[config.mk]
export PLATFORM = sky130hd
export DESIGN_NAME = data_mem_arbiter
export DESIGN_NICKNAME = d
export VERILOG_FILES = /design/src/rtl/data_mem_arbiter.sv
export SDC_FILE = /design/constraint.sdc
export NUM_CORES = 1
export LEC_CHECK = 0
export ABC_AREA = 1
export BUFFER_PORTS_ARGS = -buffer_cell sky130_fd_sc_hd__buf_2
export CORE_MARGIN = 1
export CORE_UTILIZATION = 50
export CTS_CLUSTER_SIZE = 24
export DETAILED_ROUTE_END_ITERATION = 10
export GPL_ROUTABILITY_DRIVEN = 0
export PLACE_DENSITY = 0.83
export SLEW_MARGIN = 20
export SYNTH_ARGS = -nofsm -noshare
export SYNTH_HDL_FRONTEND = slang
export SYNTH_SLANG_ARGS = --single-unit
[constraint.sdc]
create_clock -name CLK -period 2 [get_ports CLK]
set_clock_uncertainty 0.15 [all_clocks]
set_input_delay 0.3 -clock CLK [delete_from_list [all_inputs] [get_ports CLK]]
set_output_delay 0.3 -clock CLK [all_outputs]
set_load 0.03 [all_outputs]
[src/rtl/data_mem_arbiter.sv]
// data_mem_arbiter
// ----------------
// Arbitrates the single-port 256-byte data memory between the CPU load/store
// unit (port 0) and the debug/loader port (port 1). Every access runs through
// three states:
//   IDLE   -> pick a winner
//   ACCESS -> drive the memory for one cycle
//   DONE   -> pulse the ack (and fault, if the write was blocked)
// Writes whose start address lies in [RO_LO, RO_HI] are blocked. They still
// occupy an ACCESS cycle, but with both enables low.
//
// Configuration macro: DATA_MEM_ARB_RR_EN
//   defined   -> round-robin on a tie (the port not granted last wins;
//                last_grant resets to 1, so port 0 wins the first tie)
//   undefined -> fixed priority, port 1 always wins a tie (no last_grant state)
//
// Handshake: a requester raises mX_req with mX_we/mX_addr/mX_wdata stable and
// holds it until mX_ack (a one-cycle pulse in DONE). A req still high in the
// following IDLE cycle is a new transaction. Nothing is queued: requests are
// re-sampled in every IDLE cycle.
//
// Ports:
//   CLK, RST_N              clock (rising edge), async active-low reset
//   m0_*/m1_*               requester ports: req/we/addr/wdata in,
//                           ack/rdata/fault out
//   debug_mode              1 = port 0 requests are not eligible
//   mem_address/mem_wdata   memory address and write data (registered)
//   mem_read_en/mem_write_en  memory enables (registered, mutually exclusive)
//   mem_rdata               combinational read data from the memory
//   dbg_state               current FSM state (0 IDLE, 1 ACCESS, 2 DONE)
module data_mem_arbiter #(
  parameter logic [7:0] RO_LO = 8'h4D,
  parameter logic [7:0] RO_HI = 8'h51
) (
  input  logic        CLK,
  input  logic        RST_N,
  input  logic        m0_req,
  input  logic        m0_we,
  input  logic [7:0]  m0_addr,
  input  logic [15:0] m0_wdata,
  input  logic        m1_req,
  input  logic        m1_we,
  input  logic [7:0]  m1_addr,
  input  logic [15:0] m1_wdata,
  output logic        m0_ack,
  output logic [15:0] m0_rdata,
  output logic        m0_fault,
  output logic        m1_ack,
  output logic [15:0] m1_rdata,
  output logic        m1_fault,
  input  logic        debug_mode,
  output logic [7:0]  mem_address,
  output logic        mem_read_en,
  output logic        mem_write_en,
  output logic [15:0] mem_wdata,
  input  logic [15:0] mem_rdata,
  output logic [1:0]  dbg_state
);

  typedef enum logic [1:0] {
    S_IDLE   = 2'd0,
    S_ACCESS = 2'd1,
    S_DONE   = 2'd2
  } state_e;

  state_e      state_q, state_d;
  logic        grant_q, grant_d;      // 0 = port 0, 1 = port 1
  logic        we_q, we_d;
  logic        blocked_q, blocked_d;
  logic [7:0]  addr_q, addr_d;
  logic [15:0] wdata_q, wdata_d;
  logic        rd_en_q, rd_en_d;
  logic        wr_en_q, wr_en_d;
  logic        ack0_q, ack0_d, ack1_q, ack1_d;
  logic        fault0_q, fault0_d, fault1_q, fault1_d;
  logic [15:0] rdata0_q, rdata0_d, rdata1_q, rdata1_d;

  logic        elig0, elig1, pick1;
  logic        sel_we;
  logic [7:0]  sel_addr;
  logic [15:0] sel_wdata;
  logic        sel_blocked;

  // debug_mode only gates new grants; an access already granted to port 0
  // runs to completion.
  assign elig0 = m0_req & ~debug_mode;
  assign elig1 = m1_req;

`ifdef DATA_MEM_ARB_RR_EN
  logic last_grant_q, last_grant_d;
  // On a tie, the port that was not granted last wins.
  assign pick1 = elig1 & (~elig0 | ~last_grant_q);
`else
  // Fixed priority: the debug port wins every tie.
  assign pick1 = elig1;
`endif

  assign sel_we      = pick1 ? m1_we    : m0_we;
  assign sel_addr    = pick1 ? m1_addr  : m0_addr;
  assign sel_wdata   = pick1 ? m1_wdata : m0_wdata;
  assign sel_blocked = sel_we && (sel_addr >= RO_LO) && (sel_addr <= RO_HI);

  always_comb begin
    state_d   = state_q;
    grant_d   = grant_q;
    we_d      = we_q;
    blocked_d = blocked_q;
    addr_d    = addr_q;
    wdata_d   = wdata_q;
    rd_en_d   = 1'b0;
    wr_en_d   = 1'b0;
    ack0_d    = 1'b0;
    ack1_d    = 1'b0;
    fault0_d  = 1'b0;
    fault1_d  = 1'b0;
    rdata0_d  = rdata0_q;
    rdata1_d  = rdata1_q;
`ifdef DATA_MEM_ARB_RR_EN
    last_grant_d = last_grant_q;
`endif
    case (state_q)
      S_IDLE: begin
        if (elig0 || elig1) begin
          grant_d   = pick1;
          we_d      = sel_we;
          blocked_d = sel_blocked;
          addr_d    = sel_addr;
          wdata_d   = sel_wdata;
          rd_en_d   = ~sel_we;
          wr_en_d   = sel_we & ~sel_blocked;
          state_d   = S_ACCESS;
`ifdef DATA_MEM_ARB_RR_EN
          last_grant_d = pick1;
`endif
        end
      end
      S_ACCESS: begin
        // The memory is combinational, so its read data is valid by the end
        // of the ACCESS cycle and can be captured on the edge entering DONE.
        state_d  = S_DONE;
        ack0_d   = ~grant_q;
        ack1_d   = grant_q;
        fault0_d = ~grant_q & blocked_q;
        fault1_d = grant_q & blocked_q;
        if (!we_q) begin
          if (grant_q) rdata1_d = mem_rdata;
          else         rdata0_d = mem_rdata;
        end
      end
      S_DONE:  state_d = S_IDLE;
      default: state_d = S_IDLE;
    endcase
  end

  always_ff @(posedge CLK or negedge RST_N) begin
    if (!RST_N) begin
      state_q   <= S_IDLE;
      grant_q   <= 1'b0;
      we_q      <= 1'b0;
      blocked_q <= 1'b0;
      addr_q    <= 8'h00;
      wdata_q   <= 16'h0000;
      rd_en_q   <= 1'b0;
      wr_en_q   <= 1'b0;
      ack0_q    <= 1'b0;
      ack1_q    <= 1'b0;
      fault0_q  <= 1'b0;
      fault1_q  <= 1'b0;
      rdata0_q  <= 16'h0000;
      rdata1_q  <= 16'h0000;
`ifdef DATA_MEM_ARB_RR_EN
      last_grant_q <= 1'b1;
`endif
    end else begin
      state_q   <= state_d;
      grant_q   <= grant_d;
      we_q      <= we_d;
      blocked_q <= blocked_d;
      addr_q    <= addr_d;
      wdata_q   <= wdata_d;
      rd_en_q   <= rd_en_d;
      wr_en_q   <= wr_en_d;
      ack0_q    <= ack0_d;
      ack1_q    <= ack1_d;
      fault0_q  <= fault0_d;
      fault1_q  <= fault1_d;
      rdata0_q  <= rdata0_d;
      rdata1_q  <= rdata1_d;
`ifdef DATA_MEM_ARB_RR_EN
      last_grant_q <= last_grant_d;
`endif
    end
  end

  assign m0_ack       = ack0_q;
  assign m1_ack       = ack1_q;
  assign m0_fault     = fault0_q;
  assign m1_fault     = fault1_q;
  assign m0_rdata     = rdata0_q;
  assign m1_rdata     = rdata1_q;
  assign mem_address  = addr_q;
  assign mem_wdata    = wdata_q;
  assign mem_read_en  = rd_en_q;
  assign mem_write_en = wr_en_q;
  assign dbg_state    = state_q;

endmodule

==> results_dict.tcl <==
set metrics [dict create \
    status "finished clean" \
    wire_per_inst_um 11.6 \
    drive_above_1_share 0.366 \
    worstPathBufferInverterCount 1 \
    grt_pass1_vias 2357 \
    grt_max_degree 68 \
    r2r_end "m0_rdata[6]" \
    path_delay_family "simple AND/OR/NAND/NOR gates" \
    cts_tree "done" \
    hp-start "m0_wdata[14]" \
    finalSetupViolCount 0 \
    ys_top_cells_by_area "dfrtp_1, nand2_1, o21ai_1" \
    crit_path_end_kind "flip-flop" \
    ys_seq_area_frac 0.591 \
    crit-reg2reg-launch "dbg_state[1]" \
    synth.top_cell.area_share 0.591 \
    max_clock_freq_mhz 623 \
    dpl_cell_area_mm2 0.00353 \
    cts.clk_slew.worst_paths_ns 0.08 \
    fin_crit_ns 1.61 \
    drt_iter0_markers 129 \
    maxCapViolCount 0 \
    die_h_um 77.3 \
    die_w_um 77.3 \
    syn_to_final_growth_pct 30.8 \
    h-tree-depth 3 \
    nets 525 \
    crit_slowest_cell "dfrtp_1" \
    maxSlewViolCount 0 \
    required_ns 2.04 \
    rows 27 \
    cp.arrival_ns 1.65 \
    hold_depth 3 \
    fin_tns_setup_ns 0 \
    cts-root-buf "clkbuf_8" \
    num_antenna_cells 0 \
    port_buffers 134 \
    min_to "mem_wdata[14]" \
    syn_area_mm2 0.00284 \
    fp.dieArea_mm2 0.00598 \
    drt_pass1_iterations 4 \
    path_max_fanout 32 \
    fin_crit_sh 0.803 \
    grt_pass1_wl_um 10400 \
    pwr_density_cell_mw_per_mm2 1710 \
    ir_drop_mv 0.891 \
    post_cts_buffers 0 \
    initial_core_util 0.518 \
    viasPerCell 4.72 \
    via_count 2507 \
    r2r_slack_ns 0.39 \
    ant_nets 0 \
    yosys.area.top_type "dfrtp_1" \
    seqCellArea_mm2 0.00168 \
    fin_area_mm2 0.00371 \
    grt_overflow 0 \
    dp_hpwl_um 4500 \
    synth_fp_nets 392 \
    cts_resized 0 \
    drcViolationCount 0 \
    antenna_found_initial 0 \
    ys_types 20 \
    wl_um 6160 \
    cp_cell_sequence "nor2_2, inv_2, nor2_4, nand2_2, nand2_1, o21ai_1" \
    grt_use_total 0.223 \
    worst_pin_slew_ns 0.565 \
    worstHoldPathType "in2reg" \
    insertion_delay_ns 0.32 \
    syn_inst 321 \
    ys_warn_count 0 \
    criticalPathCategory "reg2reg" \
    ff2ff_path_depth 6 \
    cts_buffer_depth 2 \
    ys_ff_latch 67 \
    start_kind "flip-flop" \
    cts_buffers 9 \
    pin_count 135 \
    core_area_mm2 0.00547 \
    fill_cells 460 \
    report.final.hold_viol_count 0 \
    clock_sinks 67 \
    multi_input_area_um2 893 \
    leakage_nw 2.08 \
    syn_area_per_cell_um2 8.83 \
    cpPeakStageDelay_ns 0.40 \
    slew_headroom 0.622 \
    rsz0062_at_grt "false" \
]
==> repair_timing <==
action                     CTS  global route
setup endpoints to repair    0             0
hold endpoints to repair    67             0
hold buffers                 1             0
==> state kept, by name (all words and copies together), names as in the netlist <==
signal        cells
mem_wdata        16
mem_write_en      1
m1_fault          1
m0_fault          1
m1_ack            1
we_q              1
mem_read_en       1
dbg_state         2
m0_ack            1
m0_rdata         16
m1_rdata         16
grant_q           1
mem_address       8
blocked_q         1
==> layout make-up <==
| class | count | area share |
|---|---|---|
| clock buffer | 9 | 0.0334 |
| clock inverter | 7 | 0.0121 |
| inverter | 38 | 0.0405 |
| multi-input combinational | 200 | 0.241 |
| sequential | 67 | 0.452 |
| tap | 72 | 0.0243 |
| timing repair buffer | 138 | 0.196 |
==> Yosys cell counts <==
| cell | count |
|---|---|
| nand2_1 | 104 |
| nand2_2 | 5 |
| dfrtp_1 | 67 |
| nand4_1 | 1 |
| inv_2 | 4 |
| buf_2 | 11 |
| nor2_2 | 2 |
| nor2_4 | 3 |
| nand3_1 | 1 |
| buf_6 | 2 |
| o21ai_1 | 39 |
| a31oi_1 | 17 |
| o21ai_0 | 3 |
| nor3_1 | 2 |
| inv_1 | 33 |
| nor2_1 | 22 |
| inv_8 | 1 |
| a21oi_1 | 1 |
| buf_8 | 2 |
| buf_4 | 1 |
==> how the worst max path moves through the flow <==
| stage | start | endpoint | slack (ns) | cells past startpoint |
|---|---|---|---|---|
| floorplan | dbg_state[0] | mem_wdata[1] | 0.53 | 6 |
| global placement | dbg_state[1] | m0_rdata[7] | 0.41 | 6 |
| detailed placement | dbg_state[1] | m0_rdata[6] | 0.38 | 6 |
| CTS | dbg_state[1] | m0_rdata[6] | 0.37 | 6 |
| global route | dbg_state[1] | m1_rdata[9] | 0.24 | 6 |
| finish | dbg_state[1] | m0_rdata[6] | 0.39 | 6 |
==> stage by stage <==
step / setup WS [ns] / cells / utilization / hold slack (ns) / power, mW
floorplan: 0.526 / 321 / - / -0.146 / 4.52
finish: 0.395 / 531 / 0.677 / 0.0695 / 6.35
global route: 0.241 / 531 / 0.677 / 0.0652 / 6.76
global placement: 0.410 / 514 / 0.645 / 0.191 / 5.36
detailed placement: 0.383 / 514 / 0.645 / 0.198 / 5.45
CTS: 0.367 / 531 / 0.677 / 0.0581 / 6.41
==> cells by family after synthesis <==
group,share of synthesized area
simple gates,0.202
flops,0.591
compound gates,0.113
buf+inv,0.0936
==> power breakdown <==
group          leakage (nW)  internal (mW)  total [mW]  switching (mW)
Clock                0.0887          0.444       0.943           0.499
Combinational          1.18          0.890        3.08            2.19
Sequential            0.811           1.99        2.33           0.337
Total                  2.08           3.32        6.35            3.03
==> layer usage <==
layer | part of all wire | GRT usage | vias to the layer above
li1 | - | - | 1271
met1 | 0.45 | 0.274 | 1135
met2 | 0.48 | 0.369 | 93
met3 | 0.057 | 0.0524 | 8
met4 | 0.015 | 0.106 | 0
met5 | 0 | 0 | -
==> tightest hold or removal path, cell delays in order <==
cell and delay [ns]:
buf_2 0.09, nand2_1 0.05, a31oi_1 0.07
==> cell usage in the layout, fill, tap and decap left out, drive strengths merged <==
master / count
a31oi: 17
a21oi: 1
o21ai: 42
nand2: 109
nor2: 27
clkinv: 6
nand4: 1
buf: 137
dfrtp: 67
clkinvlp: 1
nand3: 1
inv: 38
nor3: 2
dlygate4sd3: 1
clkbuf: 9
Note: power is estimated with default switching activity, not from simulation.
